<file path="config.mk">
export PLATFORM = sky130hd
export DESIGN_NAME = pipe_hazard_ctrl
export DESIGN_NICKNAME = d
export VERILOG_FILES = /design/src/rtl/pipe_hazard_ctrl_pkg.sv /design/src/rtl/pipe_hazard_ctrl_sb_match.sv /design/src/rtl/pipe_hazard_ctrl.sv
export SDC_FILE = /design/constraint.sdc
export NUM_CORES = 1
export LEC_CHECK = 0
export CORE_MARGIN = 2
export CORE_UTILIZATION = 54
export CTS_CLUSTER_DIAMETER = 80
export DETAILED_ROUTE_END_ITERATION = 6
export PLACE_DENSITY = 0.94
export SLEW_MARGIN = 20
export SYNTH_ARGS = -nofsm -noshare
export SYNTH_HDL_FRONTEND = slang
export SYNTH_HIERARCHICAL = 1
export SYNTH_SLANG_ARGS = --single-unit
</file>
<file path="constraint.sdc">
create_clock -name clk -period 4.51 [get_ports clk]
set_clock_uncertainty 0.1 [all_clocks]
set_input_delay 1.1275 -clock clk [delete_from_list [all_inputs] [get_ports clk]]
set_output_delay 1.1275 -clock clk [all_outputs]
set_load 0.1 [all_outputs]
</file>
<file path="src/rtl/pipe_hazard_ctrl_pkg.sv">
// Shared FSM encoding, parameter defaults and constants for the decode-stage
// hazard controller and its scoreboard compare cells.
package pipe_hazard_ctrl_pkg;

  localparam int SB_DEPTH_DEF  = 3;
  localparam int STALL_MAX_DEF = 3;
  localparam int REG_W         = 3;

  localparam logic [15:0] NOP_INSTR = 16'h0800;

  typedef enum logic [1:0] {
    RUN   = 2'b00,
    DRAIN = 2'b01,
    HALT  = 2'b10
  } ctrl_state_t;

endpackage

</file>
<file path="src/rtl/pipe_hazard_ctrl_sb_match.sv">
// Compares one decode source register against one {valid, reg} scoreboard
// entry; purely combinational.
module sb_match
  import pipe_hazard_ctrl_pkg::*;
(
  input  logic [REG_W-1:0] src,
  input  logic             entry_valid,
  input  logic [REG_W-1:0] entry_reg,
  output logic             hit
);

  assign hit = entry_valid && (src == entry_reg);

endmodule

</file>
<file path="src/rtl/pipe_hazard_ctrl.sv">
// Decode-stage hazard controller: RAW stall against an in-flight write
// scoreboard, branch flush, HALT drain and sticky protocol-error reporting.
module pipe_hazard_ctrl
  import pipe_hazard_ctrl_pkg::*;
#(
  parameter int SB_DEPTH  = SB_DEPTH_DEF,
  parameter int STALL_MAX = STALL_MAX_DEF
) (
  input  logic        clk,
  input  logic        rst,
  input  logic        dec_RsUsed,
  input  logic [2:0]  dec_Rs,
  input  logic        dec_RtUsed,
  input  logic [2:0]  dec_Rt,
  input  logic        dec_RegWrite,
  input  logic [2:0]  dec_writeRegSel,
  input  logic        dec_PCSrc,
  input  logic        dec_HaltPC,
  output logic        pcEn,
  output logic        ftchDecEn,
  output logic        ftchFlush,
  output logic        decBubble,
  output logic        decExeEn,
  output logic        exeMemEn,
  output logic        memWbEn,
  output logic        halted,
  output logic [15:0] stallCnt,
  output logic        err
);

  localparam int                RUN_W      = $clog2(STALL_MAX + 2);
  localparam logic [RUN_W-1:0]  RUN_LIMIT  = RUN_W'(STALL_MAX);
  localparam logic [RUN_W-1:0]  RUN_ONE    = RUN_W'(1);
  localparam logic [1:0]        DRAIN_LAST = 2'(SB_DEPTH - 1);

  ctrl_state_t                    state;
  logic [1:0]                     drain_cnt;
  logic [SB_DEPTH-1:0]            sb_valid;
  logic [SB_DEPTH-1:0][REG_W-1:0] sb_reg;
  logic [SB_DEPTH-1:0]            rs_hit;
  logic [SB_DEPTH-1:0]            rt_hit;
  logic [RUN_W-1:0]               stall_run;
  logic                           stall;
  logic                           sb_load;

  for (genvar i = 0; i < SB_DEPTH; i++) begin : g_match
    sb_match u_rs_match (
      .src         (dec_Rs),
      .entry_valid (sb_valid[i]),
      .entry_reg   (sb_reg[i]),
      .hit         (rs_hit[i])
    );
    sb_match u_rt_match (
      .src         (dec_Rt),
      .entry_valid (sb_valid[i]),
      .entry_reg   (sb_reg[i]),
      .hit         (rt_hit[i])
    );
  end

  // No write-to-read bypass exists, so every valid entry including WB blocks
  // a reader; outside RUN the decode slot is frozen and cannot hazard.
  assign stall   = (state == RUN) &&
                   ((dec_RsUsed && |rs_hit) || (dec_RtUsed && |rt_hit));
  assign sb_load = dec_RegWrite && (state == RUN) && !stall;

  always_ff @(posedge clk or negedge rst) begin
    if (!rst) begin
      sb_valid <= '0;
      sb_reg   <= '0;
    end else begin
      for (int i = SB_DEPTH - 1; i > 0; i--) begin
        sb_valid[i] <= sb_valid[i-1];
        sb_reg[i]   <= sb_reg[i-1];
      end
      sb_valid[0] <= sb_load;
      sb_reg[0]   <= dec_writeRegSel;
    end
  end

  // HALT only commits once its own operands are clean; DRAIN then lets the
  // in-flight instructions retire before everything freezes.
  always_ff @(posedge clk or negedge rst) begin
    if (!rst) begin
      state     <= RUN;
      drain_cnt <= 2'd0;
      halted    <= 1'b0;
    end else begin
      case (state)
        RUN: begin
          if (dec_HaltPC && !stall) begin
            state     <= DRAIN;
            drain_cnt <= 2'd0;
          end
        end
        DRAIN: begin
          if (drain_cnt == DRAIN_LAST) begin
            state  <= HALT;
            halted <= 1'b1;
          end else begin
            drain_cnt <= drain_cnt + 2'd1;
          end
        end
        HALT: begin
          halted <= 1'b1;
        end
        default: begin
          state  <= RUN;
          halted <= 1'b0;
        end
      endcase
    end
  end

  // A branch resolved under a stall uses stale operands, so the flush waits
  // for the first clean cycle, which is simply the next non-stall RUN cycle.
  always_comb begin
    pcEn      = 1'b1;
    ftchDecEn = 1'b1;
    ftchFlush = 1'b0;
    decBubble = 1'b0;
    decExeEn  = 1'b1;
    exeMemEn  = 1'b1;
    memWbEn   = 1'b1;
    case (state)
      RUN: begin
        if (stall) begin
          pcEn      = 1'b0;
          ftchDecEn = 1'b0;
          decBubble = 1'b1;
        end else begin
          ftchFlush = dec_PCSrc;
        end
      end
      DRAIN: begin
        pcEn      = 1'b0;
        ftchDecEn = 1'b0;
        decBubble = 1'b1;
      end
      HALT: begin
        pcEn      = 1'b0;
        ftchDecEn = 1'b0;
        decExeEn  = 1'b0;
        exeMemEn  = 1'b0;
        memWbEn   = 1'b0;
      end
      default: begin
        pcEn = 1'b1;
      end
    endcase
  end

  // The run counter saturates one past the limit so a stuck match cannot
  // wrap it back into the legal range.
  always_ff @(posedge clk or negedge rst) begin
    if (!rst) begin
      stall_run <= '0;
      stallCnt  <= 16'd0;
      err       <= 1'b0;
    end else begin
      if (stall) begin
        stallCnt <= stallCnt + 16'd1;
        if (stall_run <= RUN_LIMIT) begin
          stall_run <= stall_run + RUN_ONE;
        end
      end else begin
        stall_run <= '0;
      end
      if ((stall && (stall_run >= RUN_LIMIT)) || ((state == HALT) && dec_HaltPC)) begin
        err <= 1'b1;
      end
    end
  end

endmodule

</file>
## Word level (Yosys, flattened, before mapping)

Cells that the tools add are included.

| word-level totals | value |
|---|---|
| register bits after elaboration | 37 |
| bits in latches | 0 |
| RAM bits | 0 |
| ROM bits | 0 |
| output and inout port bits | 25 |
| word-level logic and storage cells | 72 |
| memories | 0 |

| cells by class | value |
|---|---|
| add/subtract/negate cells | 3 |
| multiply operators | 0 |
| divide/modulo/power cells | 0 |
| magnitude comparators | 2 |
| equal/unequal tests | 13 |
| shift-type cells | 0 |
| mux-type cells | 17 |
| bitwise logic cells | 2 |
| reductions and logical operators | 25 |

Operators by type and width:

| operator | number |
|---|---|
| $eq 3x3->1 | 6 |
| $add 16x1->16 const B | 1 |
| $logic_and 1x1->1 | 14 |
| $mux 2 | 4 |
| $mux 1 | 6 |
| $mux 3 | 2 |
| $pmux 2 s3 | 1 |
| $reduce_and 3->1 | 2 |
| $reduce_or 3->1 | 2 |
| $eq 2x2->1 const B | 2 |
| $ne 2x1->1 const B | 2 |
| $ne 2x2->1 const B | 2 |
| $pmux 1 s2 | 2 |
| $pmux 2 s2 | 1 |
| $add 3x1->3 const B | 1 |
| $ge 3x2->1 const B | 1 |
| $le 3x2->1 const B | 1 |
| $pmux 1 s3 | 1 |
| $add 2x1->2 const B | 1 |
| $eq 2x1->1 const B | 1 |
| $logic_not 2->1 | 1 |
| $logic_or 1x1->1 | 2 |
| $not 1->1 | 2 |
| $reduce_and 2->1 | 1 |
| 3 further kinds | 3 |

## Longest topological paths before layout

| depth | value |
|---|---|
| depth in word-level cells | 10 |
| gate-level depth with buffers | 8 |
| depth with buffers taken out | 6 |

## Cells and area by module

Netlist, hierarchy kept.

By module, submodules not included:

| module | instances | cells an instance | area an instance (um2) |
|---|---|---|---|
| pipe_hazard_ctrl | 1 | 143 | 1664.1 |
| sb_match | 6 | 4 | 35.0 |

## Worst setup path before layout

OpenSTA, ideal clock, no wires.

| timing path | value |
|---|---|
| path type | in2out |
| from | input dec_Rs[2] |
| to | output pcEn |
| data arrival time | 3.720 ns |
| data required time | 3.283 ns |
| slack | -0.438 ns |
| cell stages on the path | 8 |
| path buffers | 2 |
| cell sequence | xnor2_1 > and4_1 > o31ai_4 > and2_4 > buf_6 > nand2_1 > o21ai_0 > buf_4 |

| between the ends | value |
|---|---|
| longest elaborated chain between the ends | 8 |
| elaborated cells between the ends (all ways) | 12 |
| those cells by class | eq/ne (3); mux (2); reduce/logical (7) |

Ends and longest elaborated chain:

| what | line | RTL |
|---|---|---|
| start: declaration | pipe_hazard_ctrl.sv:12 | `input logic [2:0] dec_Rs,` |
| $eq 3x3->1 | pipe_hazard_ctrl_sb_match.sv:12 | `assign hit = entry_valid && (src == entry_reg);` |
| $logic_and 1x1->1 | pipe_hazard_ctrl_sb_match.sv:12 |  |
| net rs_hit[1] | pipe_hazard_ctrl.sv:40 | `logic [SB_DEPTH-1:0] rs_hit;` |
| $reduce_or 3->1 | pipe_hazard_ctrl.sv:64 | `((dec_RsUsed && \|rs_hit) \|\| (dec_RtUsed && \|rt_hit));` |
| $logic_and 1x1->1 | pipe_hazard_ctrl.sv:64 |  |
| $logic_or 1x1->1 | pipe_hazard_ctrl.sv:64 |  |
| $logic_and 1x1->1 | pipe_hazard_ctrl.sv:63 | `assign stall = (state == RUN) &&` |
| $mux 1 | -- |  |
| $pmux 1 s2 | -- |  |
| end: declaration | pipe_hazard_ctrl.sv:19 | `output logic pcEn,` |

The timed path passes the listed nets, and every way through them passes these cells.

## Final worst setup path

| timing path | value |
|---|---|
| from | input dec_Rt[2] |
| to | output pcEn |

| between the ends | value |
|---|---|
| longest elaborated chain between the ends | 8 |
| elaborated cells between the ends (all ways) | 12 |
| those cells by class | eq/ne (3); mux (2); reduce/logical (7) |

Ends and longest elaborated chain:

| what | line | RTL |
|---|---|---|
| start: declaration | pipe_hazard_ctrl.sv:14 | `input logic [2:0] dec_Rt,` |
| $eq 3x3->1 | pipe_hazard_ctrl_sb_match.sv:12 |  |
| $logic_and 1x1->1 | pipe_hazard_ctrl_sb_match.sv:12 |  |
| net rt_hit[0] | pipe_hazard_ctrl.sv:41 | `logic [SB_DEPTH-1:0] rt_hit;` |
| $reduce_or 3->1 | pipe_hazard_ctrl.sv:64 |  |
| $logic_and 1x1->1 | pipe_hazard_ctrl.sv:64 |  |
| $logic_or 1x1->1 | pipe_hazard_ctrl.sv:64 |  |
| $logic_and 1x1->1 | pipe_hazard_ctrl.sv:63 |  |
| $mux 1 | pipe_hazard_ctrl.sv:127 | `if (stall) begin` |
| $pmux 1 s2 | pipe_hazard_ctrl.sv:125 | `case (state)` |

The timed path passes the listed nets, and every way through them passes these cells.

==> results.ini <==
[sta]
drv_slew = 0
relSlewSlack_pct = 34.7
max_slew.worst_pin.slew_ns = 0.976
layout_worst_path_cycle_share_pct = 94.8
setup-violations-final = 0
hold_viol = 0
max_freq_mhz = 234
finalCriticalPeriod_ns = 4.28
timing.setup.tns_ns = 0
rsz0062_at_grt = false

[synthesis]
syn-num-nets = 190
ys_ff_latch = 37
synth_area_sq_mm = 0.00187
synth_cells = 167
ys.flop_type = dfrtp_1
synth_top_area_share_pct = 49.4
yosys.area.top_type = dfrtp_1
ys_types = 35
synth-edff-count = 0
synth_common_cells = 37 x dfrtp_1, 29 x xnor2_1, 11 x nand3_1, 9 x nand2_1
ys_warn_count = 6
synth_area_leaders = dfrtp_1 49%, xnor2_1 14%, ha_1 4.7%
postSynthAreaPerCell_sq_um = 11.2
yosysSeqAreaShare_pct = 49.4
async_flop_share_pct = 100
yosysMostFrequentCell = dfrtp_1

[clock_tree]
cts_setup_buffers = 0
cts.path.max_buffers = 2
cts_root_buffer = clkbuf_4
cts_sinks = 37
clk_pin_slew_ns = 0.11
cts_tree = yes
worstSkewPairLatency_ns = 0.34
cts_resized = 0
cts_hold_repair.buffers = 0
htree_levels = 2
cts_buffers = 5

[final_layout]
drive_gt1_share_pct = 11.4
nets = 233
diodes = 0
largest_reg_flops = 16
synthToLayoutAreaGrowth_pct = 29.8

[routing]
drc = 0
via_count = 1371
wl_met3_um = 156
ant_nets = 0
drt-total-wl_um = 3570
wire_per_inst_um = 13.9
drtPass1Iterations = 4
wl_met1_um = 1630
highest_layer = met4
wl_met2_um = 1710
drt_iter0_markers = 42
viasPerCell = 5.33

[setup_path]
required_ns = 3.28
reg2reg_from = state[0]
end_kind = primary output
crit_type = in -> out
startpoint = dec_Rt[2]
cp-start-kind = input pin
arrival_ns = 3.05
reg2regPathDepth = 6
worstPathMaxFanout = 7
endpoint = pcEn
timing.rr.end = stallCnt[13]
ff2ff_setup_slack_ns = 2.48

[floorplanning]
die_w_um = 62.9
dieArea_sq_mm = 0.00396
io_pins = 41
coreArea_sq_mm = 0.00334
row_count = 21
start_util_pct = 56.2
die_h_um = 62.9

[placement]
hpwl_um = 2790
portBuffers = 40
gp_congestion = 0.872

[global_routing]
grt.total_usage_pct = 19.9
grt_pass1_vias = 1329
grt_pass1_wl_um = 6060
grt_overflow = 0
antenna_found_initial = 0
grt_max_degree = 38

[power_and_ir_drop]
p_leak_nw = 1.03
ir_worst_vdd_mv = 0.589
finalPower_mw = 1.55
powerDensity_mw_per_mm2 = 636

[status]
outcome = complete, no violations

[min_path]
holdPathStages = 0
worst_hold_path_type = reg -> reg

[flow_run]
maxCapViolCount = 0

## final cells by class
class	count	area [sq um]
clock inverter	2	37.5
inverter	8	30.0
timing repair buffer	41	448
tap	46	57.6
sequential	37	926
fill	225	903
clock buffer	6	51.3
multi-input combinational	117	883
## through the flow
stage,hold slack (ns),utilization (%),cells,area [sq um],setup WS (ns)
3_3_place_gp,0.273,70.3,249,2340,0.275
2_1_floorplan,0.260,-,167,1880,0.303
4_1_cts,0.302,72.9,257,2430,0.216
3_5_place_dp,0.273,70.3,249,2340,0.230
6_report,0.299,72.9,257,2430,0.233
5_1_grt,0.292,72.9,257,2430,0.134
## cells in the final DEF (no fill, tap or decap), types with 2 or more instances in the layout
master           instances
nand3_1                 11
nand4_1                  6
and4_1                   6
nor2_1                   8
nand2_1                  9
a31oi_1                  2
buf_12                   4
nand2b_1                 2
inv_1                    8
and3_1                   3
nor2b_1                  2
xor2_1                   3
a21oi_1                  4
xnor2_1                 29
ha_1                     7
dfrtp_1                 37
clkdlybuf4s50_1         36
o31ai_4                  2
clkbuf_4                 5
o21ai_0                  7
## worst min path at each step
stage                 from          end  slack [ns]
2_1_floorplan  sb_valid[0]  sb_valid[1]        0.26
3_3_place_gp   sb_valid[0]  sb_valid[1]        0.27
3_5_place_dp   sb_valid[1]  sb_valid[2]        0.27
4_1_cts        sb_valid[1]  sb_valid[2]        0.30
5_1_grt        sb_valid[0]  sb_valid[1]        0.29
6_report       sb_valid[0]  sb_valid[1]        0.30
## where the power goes
group	total (mW)	switching, mW	internal [mW]
Sequential	0.433	0.0476	0.385
Clock	0.241	0.110	0.132
Combinational	0.875	0.611	0.264
## cell families after synthesis
| group | after synthesis | synth area share (%) |
|---|---|---|
| compound gates | 23 | 9.55 |
| xor+xnor | 33 | 15.8 |
| fa+ha+maj | 7 | 4.67 |
| buf+inv | 13 | 3.67 |
| flops | 37 | 49.4 |
| mux | 1 | 0.601 |
| simple gates | 53 | 16.3 |
## worst max-delay path: stages
cell and delay (ns):
clkdlybuf4s50_1 0.48, xnor2_1 0.16, and4_1 0.24, o31ai_4 0.34, and2_4 0.25, nand2_1 0.08
o21ai_2 0.15, buf_12 0.22
## layer usage
metal  GRT usage, %  vias to the layer above
met5              0                        -
met4           10.3                        0
met3           4.14                        9
met2           31.0                       34
met1           26.2                      656
li1               -                      672
Power figures use the tool's default switching activity.
